**src/rtl/universal_counter_p_pkg.sv**
```systemverilog
// -----------------------------------------------------------------------------
// counter_pkg
// Shared definitions for the universal counter family.
//   cnt_mode_e    : boundary behaviour selector (wrap / saturate / one-shot).
//   CNT_DIR_UP    : dir value selecting an up count.
//   CNT_DIR_DOWN  : dir value selecting a down count.
// -----------------------------------------------------------------------------
package counter_pkg;

    typedef enum logic [1:0] {
        CNT_WRAP    = 2'b00,
        CNT_SAT     = 2'b01,
        CNT_ONESHOT = 2'b10,
        CNT_RSVD    = 2'b11
    } cnt_mode_e;

    localparam logic CNT_DIR_UP   = 1'b0;
    localparam logic CNT_DIR_DOWN = 1'b1;

endpackage : counter_pkg

```
**src/rtl/universal_counter_p_if.sv**
```systemverilog
// -----------------------------------------------------------------------------
// universal_counter_p_if
// Control and status bundle of the universal counter.
//   en        : count enable (gates the prescaler)
//   load_en   : synchronous load strobe
//   dir       : 0 = up, 1 = down
//   mode      : boundary mode (see counter_pkg::cnt_mode_e)
//   load_in   : load value
//   mod_max   : terminal (maximum) count value
//   count_out : registered count
//   tc        : registered terminal-count pulse
//   done      : sticky one-shot completion flag
// Handshake: there is no valid/ready pair; every control input is sampled
// on each rising clk edge and every status output is a registered level
// that is stable for the whole following cycle.
// Modports: master drives the controls, slave is the counter itself.
// -----------------------------------------------------------------------------
interface universal_counter_p_if #(
    parameter int WIDTH = 8
) ();

    logic             en;
    logic             load_en;
    logic             dir;
    logic [1:0]       mode;
    logic [WIDTH-1:0] load_in;
    logic [WIDTH-1:0] mod_max;
    logic [WIDTH-1:0] count_out;
    logic             tc;
    logic             done;

    modport master (
        output en, load_en, dir, mode, load_in, mod_max,
        input  count_out, tc, done
    );

    modport slave (
        input  en, load_en, dir, mode, load_in, mod_max,
        output count_out, tc, done
    );

endinterface : universal_counter_p_if

```
**src/rtl/universal_counter_p_prescaler.sv**
```systemverilog
// -----------------------------------------------------------------------------
// counter_prescaler
// Divides enabled cycles down to count ticks.
//   clk  : rising-edge clock
//   rst  : asynchronous active-high reset
//   en   : advance the prescaler this cycle
//   clr  : synchronous clear (driven by the counter's load strobe)
//   tick : combinational; high on the enabled cycle that completes a period
// -----------------------------------------------------------------------------
module counter_prescaler #(
    parameter int PRESCALE = 1,
    parameter int PS_W     = 1
) (
    input  logic clk,
    input  logic rst,
    input  logic en,
    input  logic clr,
    output logic tick
);

    localparam logic [PS_W-1:0] PS_LAST = PS_W'(PRESCALE - 1);

    logic [PS_W-1:0] r_cnt;
    logic            w_last;

    // With PRESCALE=1 the register never leaves 0, so tick degenerates to en.
    assign w_last = (r_cnt == PS_LAST);
    assign tick   = en & w_last;

    always_ff @(posedge clk or posedge rst) begin
        if (rst) begin
            r_cnt <= '0;
        end else if (clr) begin
            r_cnt <= '0;
        end else if (en) begin
            if (w_last) begin
                r_cnt <= '0;
            end else begin
                r_cnt <= r_cnt + 1'b1;
            end
        end
    end

endmodule : counter_prescaler

```
**src/rtl/universal_counter_p.sv**
```systemverilog
// -----------------------------------------------------------------------------
// universal_counter_p
// Parametrised up/down counter with synchronous load, programmable terminal
// value, wrap / saturate / one-shot boundary modes and a clock-enable
// prescaler.
//   clk : rising-edge clock
//   rst : asynchronous active-high reset
//   bus : universal_counter_p_if slave (controls in, count/tc/done out)
// Edge priority: rst > load_en > tick > hold.
// -----------------------------------------------------------------------------
module universal_counter_p
    import counter_pkg::*;
#(
    parameter int WIDTH    = 8,
    parameter int PRESCALE = 1
) (
    input  logic                  clk,
    input  logic                  rst,
    universal_counter_p_if.slave  bus
);

    localparam int PS_W = $clog2(PRESCALE) + 1;

    logic [WIDTH-1:0] r_count;
    logic             r_tc;
    logic             r_done;

    logic             w_tick;
    logic             w_at_bound;
    logic [WIDTH-1:0] w_load_val;
    cnt_mode_e        w_mode;

    counter_prescaler #(
        .PRESCALE (PRESCALE),
        .PS_W     (PS_W)
    ) u_prescaler (
        .clk  (clk),
        .rst  (rst),
        .en   (bus.en),
        .clr  (bus.load_en),
        .tick (w_tick)
    );

    assign w_mode = cnt_mode_e'(bus.mode);

    // Up boundary uses >= so a mod_max lowered under the count still wraps
    // or holds on the next tick instead of running on to 2^WIDTH-1.
    assign w_at_bound = (bus.dir == CNT_DIR_UP) ? (r_count >= bus.mod_max)
                                                : (r_count == '0);

    assign w_load_val = (bus.load_in > bus.mod_max) ? bus.mod_max : bus.load_in;

    always_ff @(posedge clk or posedge rst) begin
        if (rst) begin
            r_count <= '0;
            r_tc    <= 1'b0;
            r_done  <= 1'b0;
        end else if (bus.load_en) begin
            r_count <= w_load_val;
            r_tc    <= 1'b0;
            r_done  <= 1'b0;
        end else if (w_tick && !r_done) begin
            if (w_at_bound) begin
                r_tc <= 1'b1;
                case (w_mode)
                    CNT_SAT: begin
                        r_count <= r_count;
                    end
                    CNT_ONESHOT: begin
                        r_count <= r_count;
                        r_done  <= 1'b1;
                    end
                    default: begin
                        // Wrap (reserved mode behaves the same).
                        r_count <= (bus.dir == CNT_DIR_UP) ? '0 : bus.mod_max;
                    end
                endcase
            end else begin
                r_tc    <= 1'b0;
                r_count <= (bus.dir == CNT_DIR_UP) ? r_count + 1'b1
                                                   : r_count - 1'b1;
            end
        end else begin
            r_tc <= 1'b0;
        end
    end

    assign bus.count_out = r_count;
    assign bus.tc        = r_tc;
    assign bus.done      = r_done;

endmodule : universal_counter_p
```
**src/flat_wrapper.sv**
```systemverilog
// flat-port wrapper written by rule: the top's interface ports become plain ports
module universal_counter_p_flat import counter_pkg::*;
#(
    parameter int WIDTH    = 8,
    parameter int PRESCALE = 1
)
  (clk, rst, bus_en, bus_load_en, bus_dir, bus_mode, bus_load_in, bus_mod_max, bus_count_out, bus_tc, bus_done);
  universal_counter_p_if #(.WIDTH(WIDTH)) bus_i ();
  input  logic clk;
  input  logic rst;
  input wire logic [$bits(bus_i.en)-1:0] bus_en;
  input wire logic [$bits(bus_i.load_en)-1:0] bus_load_en;
  input wire logic [$bits(bus_i.dir)-1:0] bus_dir;
  input wire logic [$bits(bus_i.mode)-1:0] bus_mode;
  input wire logic [$bits(bus_i.load_in)-1:0] bus_load_in;
  input wire logic [$bits(bus_i.mod_max)-1:0] bus_mod_max;
  output wire logic [$bits(bus_i.count_out)-1:0] bus_count_out;
  output wire logic [$bits(bus_i.tc)-1:0] bus_tc;
  output wire logic [$bits(bus_i.done)-1:0] bus_done;
  assign bus_i.en = bus_en;
  assign bus_i.load_en = bus_load_en;
  assign bus_i.dir = bus_dir;
  assign bus_i.mode = bus_mode;
  assign bus_i.load_in = bus_load_in;
  assign bus_i.mod_max = bus_mod_max;
  assign bus_count_out = bus_i.count_out;
  assign bus_tc = bus_i.tc;
  assign bus_done = bus_i.done;
  universal_counter_p #(.WIDTH(WIDTH), .PRESCALE(PRESCALE)) u_core (.clk(clk), .rst(rst), .bus(bus_i));
endmodule
```
**config.mk**
```make
export PLATFORM = sky130hd
export DESIGN_NAME = universal_counter_p_flat
export DESIGN_NICKNAME = d
export VERILOG_FILES = /design/src/rtl/universal_counter_p_pkg.sv /design/src/rtl/universal_counter_p_if.sv /design/src/rtl/universal_counter_p_prescaler.sv /design/src/rtl/universal_counter_p.sv /design/src/flat_wrapper.sv
export SDC_FILE = /design/constraint.sdc
export NUM_CORES = 1
export LEC_CHECK = 0
export CAP_MARGIN = 20
export CORE_UTILIZATION = 55
export CTS_BUF_LIST = sky130_fd_sc_hd__clkbuf_2
export CTS_CLUSTER_DIAMETER = 120
export DETAILED_ROUTE_END_ITERATION = 16
export PLACE_DENSITY_LB_ADDON = 0.12
export SETUP_SLACK_MARGIN = 0.1
export SYNTH_ARGS = -nofsm -noshare
export SYNTH_HDL_FRONTEND = slang
export SYNTH_SLANG_ARGS = --single-unit
```
**constraint.sdc**
```tcl
create_clock -name clk -period 4.3 [get_ports clk]
set_clock_uncertainty 0.2 [all_clocks]
set_input_delay 0.86 -clock clk [delete_from_list [all_inputs] [get_ports clk]]
set_output_delay 0.86 -clock clk [all_outputs]
set_load 0.02 [all_outputs]
```
# Word-level counts from Yosys, hierarchy flattened
# Cells that the tools add are included.
# Widths: inputs -> output; s select.
op_classes:
  n_addsub: 3
  bitwise: 2
  muxes: 18
  eq_ne: 3
  n_lt_le_gt_ge: 2
  n_reduce_logical: 10
ops:
  columns: ["op", "n"]
  rows:
  - ["$mux 8", 7]
  - ["$mux 1", 11]
  - ["$add 8x1->8 const B", 1]
  - ["$ge 8x8->1", 1]
  - ["$gt 8x8->1", 1]
  - ["$logic_not 8->1", 1]
  - ["$reduce_bool 2->1", 4]
  - ["$sub 8x1->8 const B", 1]
  - ["$ne 3x3->1 const B", 1]
  - ["$reduce_and 3->1", 1]
  - ["$eq 2x1->1 const B", 1]
  - ["$eq 2x2->1 const B", 1]
  - ["$reduce_and 2->1", 1]
  - ["$reduce_or 2->1", 1]
  - ["$add 1x1->1 const B", 1]
  - ["$and 1x1->1", 1]
  - ["$logic_and 1x1->1", 1]
  - ["$logic_not 1->1", 1]
  - ["$not 1->1", 1]
totals:
  reg_bits: 11
  word_cells: 42
  out_inout_bits: 10
  inputBits: 23

# Depth between registers and ports, before layout
logic_depth:
  ltp_word: 6
  depth_mapped: 9
  mapped_depth_nobuf: 8

# Cells and area by module
# From an unflattened synthesis, not the netlist that was laid out.
hier_totals:
  hier_cells: 168
  hier_area_um2: 1416.4
modules_own_cells:
  columns: ["mod", "area_each_um2", "seq_area_each_um2", "cells_each", "instances"]
  rows:
  - ["universal_counter_p", 1408.9, 250.2, 167, 1]
  - ["counter_prescaler", 7.5, 0.0, 1, 1]

# Least setup slack after synthesis
# Ideal clock, no wire load.
synth_path:
  kind: "in2reg"
  from: "in bus_mod_max[6]"
  to: "reg u_core.r_count[7], in the netlist u_core.bus.count_out[7]"
  path_buffers: 1
  setup_time_ns: 0.071
  required_ns: 4.029
  t_arrival_ns: 2.601
  slack_ns: 1.428
  stages: 8
  cell_sequence: "inv_1 -> ha_1 -> a21o_1 -> a2111o_1 -> o211a_1 -> buf_6 -> or4_1 -> nand4_1"
synth_between:
  elab_chain_cells: 5
  elab_cells_between_ends: 9
  classes_between: "order compare: 2; eq/ne: 1; mux: 5; reduce/logical: 1"
synth_lines:
  columns: ["element", "line_no", "text"]
  rows:
  - ["start: declaration", "flat_wrapper.sv:16", "input wire logic [$bits(bus_i.mod_max)-1:0] bus_mod_max;"]
  - ["$ge 8x8->1", "universal_counter_p.sv:48", "assign w_at_bound = (bus.dir == CNT_DIR_UP) ? (r_count >= bus.mod_max)"]
  - ["$mux 1", "universal_counter_p.sv:48", null]
  - ["$mux 8", "universal_counter_p.sv:63", "if (w_at_bound) begin"]
  - ["$mux 8", "universal_counter_p.sv:62", "end else if (w_tick && !r_done) begin"]
  - ["$mux 8", "universal_counter_p.sv:58", "end else if (bus.load_en) begin"]
  - ["end signal: assignment", "universal_counter_p.sv:59", "r_count <= w_load_val;"]
  - ["end signal: assignment", "universal_counter_p.sv:67", "r_count <= r_count;"]
  - ["end signal: assignment", "universal_counter_p.sv:70", "r_count <= r_count;"]
  - ["end: declaration", "universal_counter_p.sv:24", "logic [WIDTH-1:0] r_count;"]
# Several ways; a longest one is shown, not always the timed one. The select of a mux whose other input is x is not followed.
# A chain may end at the register's enable or synchronous reset.

# Final worst setup path
layout_path:
  from: "in bus_dir"
  to: "reg u_core.r_count[6], in the netlist u_core.bus.count_out[6]"
layout_between:
  elab_chain_cells: 5
  elab_cells_between_ends: 9
  classes_between: "eq/ne: 1; mux: 7; reduce/logical: 1"
layout_lines:
  columns: ["element", "line_no", "text"]
  rows:
  - ["start: declaration", "flat_wrapper.sv:13", "input wire logic [$bits(bus_i.dir)-1:0] bus_dir;"]
  - ["$mux 8", "universal_counter_p.sv:75", "r_count <= (bus.dir == CNT_DIR_UP) ? '0 : bus.mod_max;"]
  - ["$mux 8", "universal_counter_p.sv:65", "case (w_mode)"]
  - ["$mux 8", "universal_counter_p.sv:63", null]
  - ["$mux 8", "universal_counter_p.sv:62", null]
  - ["$mux 8", "universal_counter_p.sv:58", null]
# Several ways; a longest one is shown, not always the timed one. The select of a mux whose other input is x is not followed.

==> impl_metrics.yaml <==
timing:
  setup_viol: 0
  period_needed_ns: 3.478
  slew_headroom_pct: 57.23
  hold_viol_final: 0
  tightest_slew_ns: 0.6395
  timing.setup.tns_ns: 0
  drv_slew: 0
  rsz0062_at_grt: "false"
  fmax_mhz: 287.5
  fin_crit_sh_pct: 80.89
yosys:
  synth_edf_count: 0
  synth_top_cells_by_count: "ha_1, inv_1, nand2_1, a21oi_1, dfrtp_1"
  ys_seq_area_share_pct: 18.23
  ys_ff_latch: 10
  synth_most_common_cell: "ha_1"
  yosys_warnings: 0
  netlist_top_cells_area: "ha_1, dfrtp_1, mux2i_1, inv_1, a21oi_1"
  avgSynthCellArea_um2: 8.579
  syn_inst: 160
  netlist.area_leader.share_pct: 20.97
  yosys.area.top_type: "ha_1"
  synth_cell_types: 48
  syn_area_um2: 1373
  ys_async_sr_fraction_pct: 100.0
  ys_dominant_reg_cell: "dfrtp_1"
  syn_nets: 207
layout:
  antenna_cells: 0
  layout-drive-gt1-share_pct: 3.627
  layout.nets: 241
  area_delta_synth_final_pct: 25.80
  final_core_util_pct: 75.87
  finalInstanceArea_um2: 1727
  layoutNonFillerInstCount: 221
worst_setup_path:
  worst_r2r_endpoint: "u_core.bus.count_out[7]"
  setup.worst_path.start_class: "primary input"
  cp.arrival_ns: 3.43
  worst_path_max_delay_cell: "clkdlybuf4s50_1"
  max_stage_delay_ns: 0.88
  path_class: "primary input to flip-flop"
  crit_required_ns: 4.26
  crit_buf_inv: 2
  worst_setup_path_end_kind: "flip-flop"
  cp_max_fo: 18
  rr_startpoint: "u_core.bus.count_out[6]"
  critPathTopFamily: "buffers and inverters"
  cp_cell_sequence: "clkdlybuf4s50_1 > inv_1 > fa_1 > nor2b_1 > o31a_1 > o21ai_0 > a21boi_0 > o31ai_1 > a221o_1"
  r2r_cells: 6
  reg2reg_slack_ns: 1.71
detailed_routing:
  drt_iter0_markers: 63
  routedWlPerCell_um: 16.92
  drc: 0
  drtPass1Iterations: 4
  via_count: 1449
  ant_nets: 0
  avgViaCountPerCell: 6.557
  wirelength_um: 3740
clock_tree:
  post_cts_buffers: 0
  cts_root_buffer: "clkbuf_2"
  cts_htree_levels: 1
  clkSinkCount: 10
  clockBufferDepth: 2
  path_clk_slew_ns: 0.10
  cts_buffers: 3
  cts_resized: 0
  hold_buffers: 0
  cts_tree: "yes"
  clock_latency_ns: 0.26
die:
  dieArea_um2: 2699
  start_util_pct: 60.31
  num_rows: 17
  core_um2: 2276
  die_w_um: 51.96
  fp.dieH_um: 51.96
  io_pins: 33
power:
  ir_drop_mv: 0.3849
  power_uw: 553.8
  powerDensity_nw_per_um2: 320.7
  p_leak_nw: 0.7969
placement:
  dp_cells: 217
  dpl.hpwl_um: 2976
  gp_congestion: 0.9555
  placed_area_um2: 1708
  port_buffers: 32
min_path:
  hold_class: "flip-flop to flip-flop"
  hold_end: "u_core.bus.done"
  min_from: "u_core.bus.done"
  min_path_cells: 2
grt:
  antenna_found_initial: 0
  grt_max_degree: 19
  grt_first_pass_wirelength_um: 6182
  grt_pass1_vias: 1441
  gr-usage-all-layers_pct: 30.76
  grt_overflow_total: 0
flow_run:
  drv_cap: 0
status:
  status: "complete, no violations"
[metrics by stage]
stage               setup slack, ns  hold WS, ns
floorplan                     1.428       0.4156
global placement             0.7010       0.3055
detailed placement           0.6029       0.3166
CTS                          0.8862       0.3403
global route                 0.6549       0.3689
finish                       0.8218       0.3379
[cell usage in the layout (no fill, tap or decap), types with 2 or more instances in the layout]
cell type and instances:
clkdlybuf4s50_1 32, ha_1 23, inv_1 16, nand2_1 12, a21oi_1 11, dfrtp_1 10, nor2_1 8, mux2i_1 8
a21o_1 5, a211oi_1 5, o21ai_0 4, a211o_1 4, nor2b_1 3, nor4_1 3, nand4_1 3, o31ai_1 3
clkbuf_2 3, and3_1 2, a221o_1 2, nor3b_1 2, o211ai_1 2, and2_1 2, o21ai_1 2, xnor2_1 2
o21a_1 2, o221ai_1 2
[worst max-delay path by stage]
stage / start / to / slack, ns / cells past startpoint
after CTS: bus_dir / u_core.bus.count_out[6] / 0.89 / 9
after floorplan: bus_mod_max[6] / u_core.bus.count_out[7] / 1.43 / 8
after global placement: bus_dir / u_core.bus.count_out[6] / 0.70 / 8
after detailed placement: bus_dir / u_core.bus.count_out[6] / 0.60 / 9
final: bus_dir / u_core.bus.count_out[6] / 0.82 / 9
after global routing: bus_dir / u_core.bus.count_out[6] / 0.65 / 9
[sequential cells by signal, summed over array words and instances, names as in the netlist]
name,cells
u_core.bus.count_out,8
u_core.bus.done,1
u_core.bus.tc,1
[routing by layer]
metal	wire (um)	track usage, %	vias up
met4	46	7.207	0
met3	324	7.602	8
met2	1804	53.21	84
li1	-	-	681
met5	0	0	-
met1	1564	37.81	676
[cells by family (layout without fill, tap and decap cells)]
kind of cell / after synthesis / after routing / share of synthesized area (%)
AOI/OAI and AO/OA: 55 / 55 / 30.27
and+or+nand+nor: 40 / 40 / 14.68
adders and majority gates: 24 / 24 / 22.43
buffers and inverters: 19 / 52 / 5.834
DFF: 10 / 10 / 18.23
muxes: 9 / 9 / 6.655
xor gates and xnor gates: 3 / 3 / 1.915
[tightest hold or removal path, cell delays in order (launching register included)]
cell     delay [ns]
dfrtp_1        0.38
a31oi_1        0.05
nor2_1         0.07
[area by class of cell]
class / instances / area, um2
Multi-Input combinational cell: 131 / 1042
Fill cell: 170 / 549.3
Tap cell: 28 / 35.03
Clock inverter: 1 / 3.754
Inverter: 16 / 60.06
Sequential cell: 10 / 250.2
Timing Repair Buffer: 32 / 320.3
Clock buffer: 3 / 15.01
[power by group]
part / leakage [nW] / switching, mW / internal [mW]
Sequential: 0.120 / 0.0372 / 0.113
Clock: 0.0140 / 0.0331 / 0.0202
Combinational: 0.663 / 0.185 / 0.166
No activity file was read; power rests on OpenSTA's default activity.
